$ cat src/rtl/id_operand_fetch_pkg.sv
// Shared widths and constants for the decode-side operand fetch slice.
// Optional build macro used by this slice: OPF_MEM_FWD_EN (MEM-stage forwarding path).
package id_operand_fetch_pkg;

    localparam int DATA_W_DEF = 32;
    localparam int ADDR_W_DEF = 5;

    localparam logic [DATA_W_DEF-1:0] ZERO_WORD = '0;
    localparam logic [ADDR_W_DEF-1:0] NOP_REG   = '0;

    localparam logic RE_ON  = 1'b1;
    localparam logic RE_OFF = 1'b0;
    localparam logic WE_ON  = 1'b1;
    localparam logic WE_OFF = 1'b0;

    // Next-edge action of the ID/EX register.
    typedef enum logic [1:0] {
        UPD_LOAD   = 2'd0,
        UPD_HOLD   = 2'd1,
        UPD_BUBBLE = 2'd2
    } idex_upd_e;

endpackage

$ cat src/rtl/id_operand_fetch_if.sv
// Decode -> operand-fetch instruction handshake.
// An instruction transfers on a cycle where in_valid and in_ready are both high; in_ready may
// depend combinationally on the payload, and the master keeps the payload stable until it transfers.
interface id_operand_fetch_if #(
    parameter int DATA_W = 32,
    parameter int ADDR_W = 5
);
    logic              in_valid;
    logic              in_ready;
    logic [ADDR_W-1:0] rs_i;
    logic [ADDR_W-1:0] rt_i;
    logic              use_rs_i;
    logic              use_rt_i;
    logic [DATA_W-1:0] imm_i;
    logic [ADDR_W-1:0] wd_i;
    logic              wreg_i;

    modport master (
        output in_valid, rs_i, rt_i, use_rs_i, use_rt_i, imm_i, wd_i, wreg_i,
        input  in_ready
    );

    modport slave (
        input  in_valid, rs_i, rt_i, use_rs_i, use_rt_i, imm_i, wd_i, wreg_i,
        output in_ready
    );
endinterface

$ cat src/rtl/id_operand_fetch_fwd_mux.sv
// Single-port operand resolver: r0 / EX / MEM / register-file priority, plus a flag when the
// needed value is still in flight. MEM forwarding exists only with OPF_MEM_FWD_EN.
module opf_fwd_mux
    import id_operand_fetch_pkg::*;
#(
    parameter int DATA_W = DATA_W_DEF,
    parameter int ADDR_W = ADDR_W_DEF
) (
    input  logic [ADDR_W-1:0] addr,
    input  logic [DATA_W-1:0] rf_data,
    input  logic              ex_wreg,
    input  logic [ADDR_W-1:0] ex_wd,
    input  logic [DATA_W-1:0] ex_wdata,
    input  logic              ex_is_load,
    input  logic              mem_wreg,
    input  logic [ADDR_W-1:0] mem_wd,
    input  logic [DATA_W-1:0] mem_wdata,
    output logic [DATA_W-1:0] data,
    output logic              pending
);
    logic is_zero;
    logic ex_hit;
    logic mem_hit;

    assign is_zero = (addr == ADDR_W'(NOP_REG));
    assign ex_hit  = ex_wreg && (ex_wd == addr);
    assign mem_hit = mem_wreg && (mem_wd == addr);

`ifndef OPF_MEM_FWD_EN
    logic unused_mem_wdata;
    assign unused_mem_wdata = ^mem_wdata;
`endif

    // r0 is checked first so writes to it are never forwarded and never stall.
    always_comb begin
        data    = rf_data;
        pending = 1'b0;
        if (is_zero) begin
            data = DATA_W'(ZERO_WORD);
        end else if (ex_hit) begin
            if (ex_is_load) pending = 1'b1;
            else            data    = ex_wdata;
        end
`ifdef OPF_MEM_FWD_EN
        else if (mem_hit) begin
            data = mem_wdata;
        end
`else
        else if (mem_hit) begin
            pending = 1'b1;
        end
`endif
    end

endmodule

$ cat src/rtl/id_operand_fetch.sv
// Decode-side operand fetch: drives both RF read ports, forwards EX/MEM results, stalls on
// load-use hazards and registers the resolved operands into ID/EX. Build macro: OPF_MEM_FWD_EN.
module id_operand_fetch
    import id_operand_fetch_pkg::*;
#(
    parameter int DATA_W = DATA_W_DEF,
    parameter int ADDR_W = ADDR_W_DEF
) (
    input  logic              clk,
    input  logic              rst,
    id_operand_fetch_if.slave dec,
    output logic              rf_re1_o,
    output logic              rf_re2_o,
    output logic [ADDR_W-1:0] rf_raddr1_o,
    output logic [ADDR_W-1:0] rf_raddr2_o,
    input  logic [DATA_W-1:0] rf_rdata1_i,
    input  logic [DATA_W-1:0] rf_rdata2_i,
    input  logic              ex_wreg_i,
    input  logic [ADDR_W-1:0] ex_wd_i,
    input  logic [DATA_W-1:0] ex_wdata_i,
    input  logic              ex_is_load_i,
    input  logic              mem_wreg_i,
    input  logic [ADDR_W-1:0] mem_wd_i,
    input  logic [DATA_W-1:0] mem_wdata_i,
    input  logic              hold_i,
    input  logic              flush_i,
    output logic              stall_req_o,
    output logic              out_valid,
    output logic [DATA_W-1:0] op1_o,
    output logic [DATA_W-1:0] op2_o,
    output logic [ADDR_W-1:0] wd_o,
    output logic              wreg_o
);
    logic [DATA_W-1:0] fwd1, fwd2;
    logic              pend1, pend2;
    logic [DATA_W-1:0] op1_next, op2_next;
    logic              lu;
    idex_upd_e         upd;

    assign rf_re1_o    = (dec.in_valid && dec.use_rs_i) ? RE_ON : RE_OFF;
    assign rf_re2_o    = (dec.in_valid && dec.use_rt_i) ? RE_ON : RE_OFF;
    assign rf_raddr1_o = dec.rs_i;
    assign rf_raddr2_o = dec.rt_i;

    opf_fwd_mux #(.DATA_W(DATA_W), .ADDR_W(ADDR_W)) u_fwd1 (
        .addr       (dec.rs_i),
        .rf_data    (rf_rdata1_i),
        .ex_wreg    (ex_wreg_i),
        .ex_wd      (ex_wd_i),
        .ex_wdata   (ex_wdata_i),
        .ex_is_load (ex_is_load_i),
        .mem_wreg   (mem_wreg_i),
        .mem_wd     (mem_wd_i),
        .mem_wdata  (mem_wdata_i),
        .data       (fwd1),
        .pending    (pend1)
    );

    opf_fwd_mux #(.DATA_W(DATA_W), .ADDR_W(ADDR_W)) u_fwd2 (
        .addr       (dec.rt_i),
        .rf_data    (rf_rdata2_i),
        .ex_wreg    (ex_wreg_i),
        .ex_wd      (ex_wd_i),
        .ex_wdata   (ex_wdata_i),
        .ex_is_load (ex_is_load_i),
        .mem_wreg   (mem_wreg_i),
        .mem_wd     (mem_wd_i),
        .mem_wdata  (mem_wdata_i),
        .data       (fwd2),
        .pending    (pend2)
    );

    assign op1_next = dec.use_rs_i ? fwd1 : DATA_W'(ZERO_WORD);
    assign op2_next = dec.use_rt_i ? fwd2 : dec.imm_i;

    // Only a source the instruction actually reads can cause a hazard.
    assign lu           = dec.in_valid && ((dec.use_rs_i && pend1) || (dec.use_rt_i && pend2));
    assign stall_req_o  = lu && !flush_i;
    assign dec.in_ready = flush_i || (!hold_i && !lu);

    always_comb begin
        upd = UPD_BUBBLE;
        if (flush_i)           upd = UPD_BUBBLE;
        else if (hold_i)       upd = UPD_HOLD;
        else if (lu)           upd = UPD_BUBBLE;
        else if (dec.in_valid) upd = UPD_LOAD;
    end

    always_ff @(posedge clk) begin
        if (rst) begin
            out_valid <= 1'b0;
            op1_o     <= '0;
            op2_o     <= '0;
            wd_o      <= '0;
            wreg_o    <= WE_OFF;
        end else begin
            case (upd)
                UPD_LOAD: begin
                    out_valid <= 1'b1;
                    op1_o     <= op1_next;
                    op2_o     <= op2_next;
                    wd_o      <= dec.wd_i;
                    wreg_o    <= dec.wreg_i;
                end
                UPD_BUBBLE: begin
                    out_valid <= 1'b0;
                    wreg_o    <= WE_OFF;
                end
                default: ;
            endcase
        end
    end

endmodule
$ cat src/flat_wrapper.sv
// flat-port wrapper written by rule: the top's interface ports become plain ports
module id_operand_fetch_flat import id_operand_fetch_pkg::*;
#(
    parameter int DATA_W = DATA_W_DEF,
    parameter int ADDR_W = ADDR_W_DEF
)
  (clk, rst, rf_re1_o, rf_re2_o, rf_raddr1_o, rf_raddr2_o, rf_rdata1_i, rf_rdata2_i, ex_wreg_i, ex_wd_i, ex_wdata_i, ex_is_load_i, mem_wreg_i, mem_wd_i, mem_wdata_i, hold_i, flush_i, stall_req_o, out_valid, op1_o, op2_o, wd_o, wreg_o, dec_in_valid, dec_rs_i, dec_rt_i, dec_use_rs_i, dec_use_rt_i, dec_imm_i, dec_wd_i, dec_wreg_i, dec_in_ready);
  id_operand_fetch_if #(.DATA_W(DATA_W), .ADDR_W(ADDR_W)) dec_i ();
  input  logic clk;
  input  logic rst;
  output logic rf_re1_o;
  output logic rf_re2_o;
  output logic [ADDR_W-1:0] rf_raddr1_o;
  output logic [ADDR_W-1:0] rf_raddr2_o;
  input  logic [DATA_W-1:0] rf_rdata1_i;
  input  logic [DATA_W-1:0] rf_rdata2_i;
  input  logic ex_wreg_i;
  input  logic [ADDR_W-1:0] ex_wd_i;
  input  logic [DATA_W-1:0] ex_wdata_i;
  input  logic ex_is_load_i;
  input  logic mem_wreg_i;
  input  logic [ADDR_W-1:0] mem_wd_i;
  input  logic [DATA_W-1:0] mem_wdata_i;
  input  logic hold_i;
  input  logic flush_i;
  output logic stall_req_o;
  output logic out_valid;
  output logic [DATA_W-1:0] op1_o;
  output logic [DATA_W-1:0] op2_o;
  output logic [ADDR_W-1:0] wd_o;
  output logic wreg_o;
  input wire logic [$bits(dec_i.in_valid)-1:0] dec_in_valid;
  input wire logic [$bits(dec_i.rs_i)-1:0] dec_rs_i;
  input wire logic [$bits(dec_i.rt_i)-1:0] dec_rt_i;
  input wire logic [$bits(dec_i.use_rs_i)-1:0] dec_use_rs_i;
  input wire logic [$bits(dec_i.use_rt_i)-1:0] dec_use_rt_i;
  input wire logic [$bits(dec_i.imm_i)-1:0] dec_imm_i;
  input wire logic [$bits(dec_i.wd_i)-1:0] dec_wd_i;
  input wire logic [$bits(dec_i.wreg_i)-1:0] dec_wreg_i;
  output wire logic [$bits(dec_i.in_ready)-1:0] dec_in_ready;
  assign dec_i.in_valid = dec_in_valid;
  assign dec_i.rs_i = dec_rs_i;
  assign dec_i.rt_i = dec_rt_i;
  assign dec_i.use_rs_i = dec_use_rs_i;
  assign dec_i.use_rt_i = dec_use_rt_i;
  assign dec_i.imm_i = dec_imm_i;
  assign dec_i.wd_i = dec_wd_i;
  assign dec_i.wreg_i = dec_wreg_i;
  assign dec_in_ready = dec_i.in_ready;
  id_operand_fetch #(.DATA_W(DATA_W), .ADDR_W(ADDR_W)) u_core (.clk(clk), .rst(rst), .dec(dec_i), .rf_re1_o(rf_re1_o), .rf_re2_o(rf_re2_o), .rf_raddr1_o(rf_raddr1_o), .rf_raddr2_o(rf_raddr2_o), .rf_rdata1_i(rf_rdata1_i), .rf_rdata2_i(rf_rdata2_i), .ex_wreg_i(ex_wreg_i), .ex_wd_i(ex_wd_i), .ex_wdata_i(ex_wdata_i), .ex_is_load_i(ex_is_load_i), .mem_wreg_i(mem_wreg_i), .mem_wd_i(mem_wd_i), .mem_wdata_i(mem_wdata_i), .hold_i(hold_i), .flush_i(flush_i), .stall_req_o(stall_req_o), .out_valid(out_valid), .op1_o(op1_o), .op2_o(op2_o), .wd_o(wd_o), .wreg_o(wreg_o));
endmodule
$ cat config.mk
export PLATFORM = sky130hd
export DESIGN_NAME = id_operand_fetch_flat
export DESIGN_NICKNAME = d
export VERILOG_FILES = /design/src/rtl/id_operand_fetch_pkg.sv /design/src/rtl/id_operand_fetch_if.sv /design/src/rtl/id_operand_fetch_fwd_mux.sv /design/src/rtl/id_operand_fetch.sv /design/src/flat_wrapper.sv
export SDC_FILE = /design/constraint.sdc
export NUM_CORES = 1
export LEC_CHECK = 0
export ABC_AREA = 1
export CORE_MARGIN = 2
export CORE_UTILIZATION = 45
export DETAILED_ROUTE_END_ITERATION = 12
export PLACE_DENSITY_LB_ADDON = 0.2
export SLEW_MARGIN = 40
export SYNTH_ARGS = -nofsm -noshare
export SYNTH_HDL_FRONTEND = slang
export SYNTH_HIERARCHICAL = 1
export SYNTH_SLANG_ARGS = --single-unit
$ cat constraint.sdc
create_clock -name clk -period 4.1 [get_ports clk]
set_clock_uncertainty 0.15 [all_clocks]
set_input_delay 0.82 -clock clk [delete_from_list [all_inputs] [get_ports clk]]
set_output_delay 0.82 -clock clk [all_outputs]
set_load 0.02 [all_outputs]
==> results.sh <==
export IMPL_outcome="completed"
export IMPL_place_congestion=0.872
export IMPL_antenna_left=0
export IMPL_gr_total_overflow=0
export IMPL_setup_viol=0
export IMPL_rsz0062_at_grt="no"
export IMPL_syn_inst=1092
export IMPL_fin_area_um2=8580
export IMPL_min_period_ps=3780
export IMPL_r2r_start="u_core/op1_o[31]"
export IMPL_avgViaCountPerCell=5.10
export IMPL_r2r_end="u_core/op1_o[31]"
export IMPL_ys_warn_count=6
export IMPL_hold_viol=0
export IMPL_ios=281
export IMPL_h_tree_depth=3
export IMPL_die_w_um=119
export IMPL_first_pass_iters=5
export IMPL_cts_hold_buf=0
export IMPL_hold_class="reg -> reg"
export IMPL_placementRows=41
export IMPL_grt_pass1_vias=6744
export IMPL_nets=1485
export IMPL_syn_avg_cell_area_um2=5.43
export IMPL_synthesis_area_um2=5920
export IMPL_drive_above_1_share=0.0502
export IMPL_grt_usage=0.299
export IMPL_diodes=0
export IMPL_min_to="u_core/op1_o[3]"
export IMPL_clk_path_buf_depth=2
export IMPL_dieArea_um2=14100
export IMPL_cts_tree="yes"
export IMPL_fillers=1253
export IMPL_path_cells="clkdlybuf4s50_1 -> buf_4 -> xor2_1 -> nor2_1 -> nand3_1 -> nand2_1 -> inv_1 -> nor2_2 -> nand2_2 -> nand2_4 -> nand2_1 -> nor2_1 -> dlygate4sd2_1"
export IMPL_end_kind="primary output"
export IMPL_max_stage_delay_ps=460
export IMPL_grt_first_pass_wirelength_um=34000
export IMPL_drt_wl_total_um=21700
export IMPL_place_area_um2=8280
export IMPL_maxClockFrequency_ghz=0.264
export IMPL_num_vias=7482
export IMPL_numCtsBuffers=9
export IMPL_die_h_um=119
export IMPL_crit_fanout=3
export IMPL_worst_pin_slew_ps=607
export IMPL_ys_seq_area_frac=0.240
export IMPL_antenna_found_initial=0
export IMPL_slew_violations=0
export IMPL_critical_path_class="in -> out"
export IMPL_root_buffer="clkbuf_16"
export IMPL_start_util=0.466
export IMPL_grt_max_degree=53
export IMPL_drc=0
export IMPL_io_buffer_count=248
export IMPL_cp_required_ps=3130
export IMPL_clock_sinks=71
export IMPL_startpoint_type="input port"
export IMPL_ys_ff_latch=71
export IMPL_power_density_nw_per_um2=265
export IMPL_hp_start="u_core/op1_o[3]"
export IMPL_post_route_util=0.674
export IMPL_critical_path_arrival_ps=2810
export IMPL_core_area_um2=12700
export IMPL_max_slew_margin=0.596
export IMPL_ff2ff_setup_slack_ps=3280
export IMPL_drt_initial_drc_count=698
export IMPL_fin_crit_sh=0.922
export IMPL_cap_violations=0
export IMPL_wl_per_cell_um=14.8
export IMPL_irDropWorstVdd_mv=0.164
export IMPL_worstRegToRegCells=4
export IMPL_ys_types=23
export IMPL_clkTransAtPathRegs_ps=50
export IMPL_p_leak_nw=4.11
export IMPL_syn_nets=1288
export IMPL_area_growth_pct=44.8
export IMPL_dpl_hpwl_um=15600
export IMPL_hold_slack_ps=330
export IMPL_postCtsSetupRepairBufs=0
export IMPL_critPathSlowestCell="clkdlybuf4s50_1"
export IMPL_clkLatencyLatePin_ps=340
export IMPL_setup_tns_final_ps=0
export IMPL_holdPathStages=2
sequential cells by signal, indices dropped and copies added (netlist names):
register / cells
u_core/op2_o: 32
u_core/wd_o: 5
u_core/out_valid: 1
u_core/op1_o: 32
u_core/wreg_o: 1
worst max-delay path, delay by kind of cell:
| kind | cells | cell delay (ps) |
|---|---|---|
| buffers and inverters | 4 | 1040 |
| and+or+nand+nor | 8 | 810 |
| xor gates and xnor gates | 1 | 150 |
where the power goes:
| part | internal [mW] | switching [mW] |
|---|---|---|
| Combinational | 0.343 | 0.394 |
| Sequential | 0.728 | 0.0190 |
| Clock | 0.485 | 0.304 |
| Total | 1.56 | 0.716 |
per-layer routing:
layer | global-route usage | part of all wire | up-vias
met5 | 0 | 0 | -
met4 | 0.102 | 0.025 | 0
met3 | 0.0777 | 0.094 | 37
met2 | 0.505 | 0.48 | 355
met1 | 0.366 | 0.40 | 3315
li1 | - | - | 3775
repair_timing:
item | CTS | global route
gates resized for setup | 1 | 3
pin swaps | 0 | 0
endpoints found under the setup margin | 1 | 1
kinds of logic after synthesis:
| group | share of synthesized area |
|---|---|
| simple gates | 0.503 |
| xor+xnor | 0.00591 |
| flops | 0.240 |
| compound gates | 0.103 |
| buf+inv | 0.148 |
synthesized netlist by cell type (all sizes together):
cell	number	area share
clkinv	1	0.00063
nor3	2	0.0017
a21oi	96	0.082
buf	65	0.079
xor2	4	0.0059
nand4	62	0.065
nor2	149	0.11
dfxtp	71	0.24
o21ai	25	0.021
nand2	503	0.32
clkbuf	22	0.014
nand3	6	0.0093
inv	86	0.054
metrics by stage:
| stage | worst slack (ps) | total power, mW | cells |
|---|---|---|---|
| 2_1_floorplan | 711 | 1.17 | 1092 |
| 3_3_place_gp | 13.8 | 1.48 | 1450 |
| 3_5_place_dp | 5.22 | 1.49 | 1450 |
| 4_1_cts | 46.9 | 2.28 | 1466 |
| 5_1_grt | 187 | 2.39 | 1466 |
| 6_report | 319 | 2.27 | 1466 |
cell type report:
class,instances,area (um2),area share
Tap cell,172,215,0.0251
Multi-Input combinational cell,847,3630,0.423
Clock inverter,4,45.0,0.00525
Inverter,87,329,0.0384
Sequential cell,71,1420,0.166
Clock buffer,12,246,0.0287
Timing Repair Buffer,273,2690,0.314
worst max-delay path by stage:
stage                start      endpoint  slack (ps)  cells after the start
2_1_floorplan  dec_rt_i[1]  dec_in_ready         710                     14
3_3_place_gp   dec_rt_i[2]   stall_req_o          10                     14
3_5_place_dp   dec_rt_i[2]   stall_req_o           5                     14
4_1_cts        dec_rt_i[2]  dec_in_ready          50                     15
5_1_grt        dec_rt_i[2]   stall_req_o         190                     14
6_report       dec_rt_i[4]   stall_req_o         320                     13
cell usage in the layout (no fill, tap or decap), drive strengths merged, types with 3 or more instances in the layout:
cell type      count
nand3              6
clkinv             3
o21ai             25
nand4             62
clkdlybuf4s50    245
buf               26
dfxtp             71
inv               87
nand2            503
a21oi             96
clkbuf            12
xor2               4
nor2             149
Power figures use the tool's default switching activity.
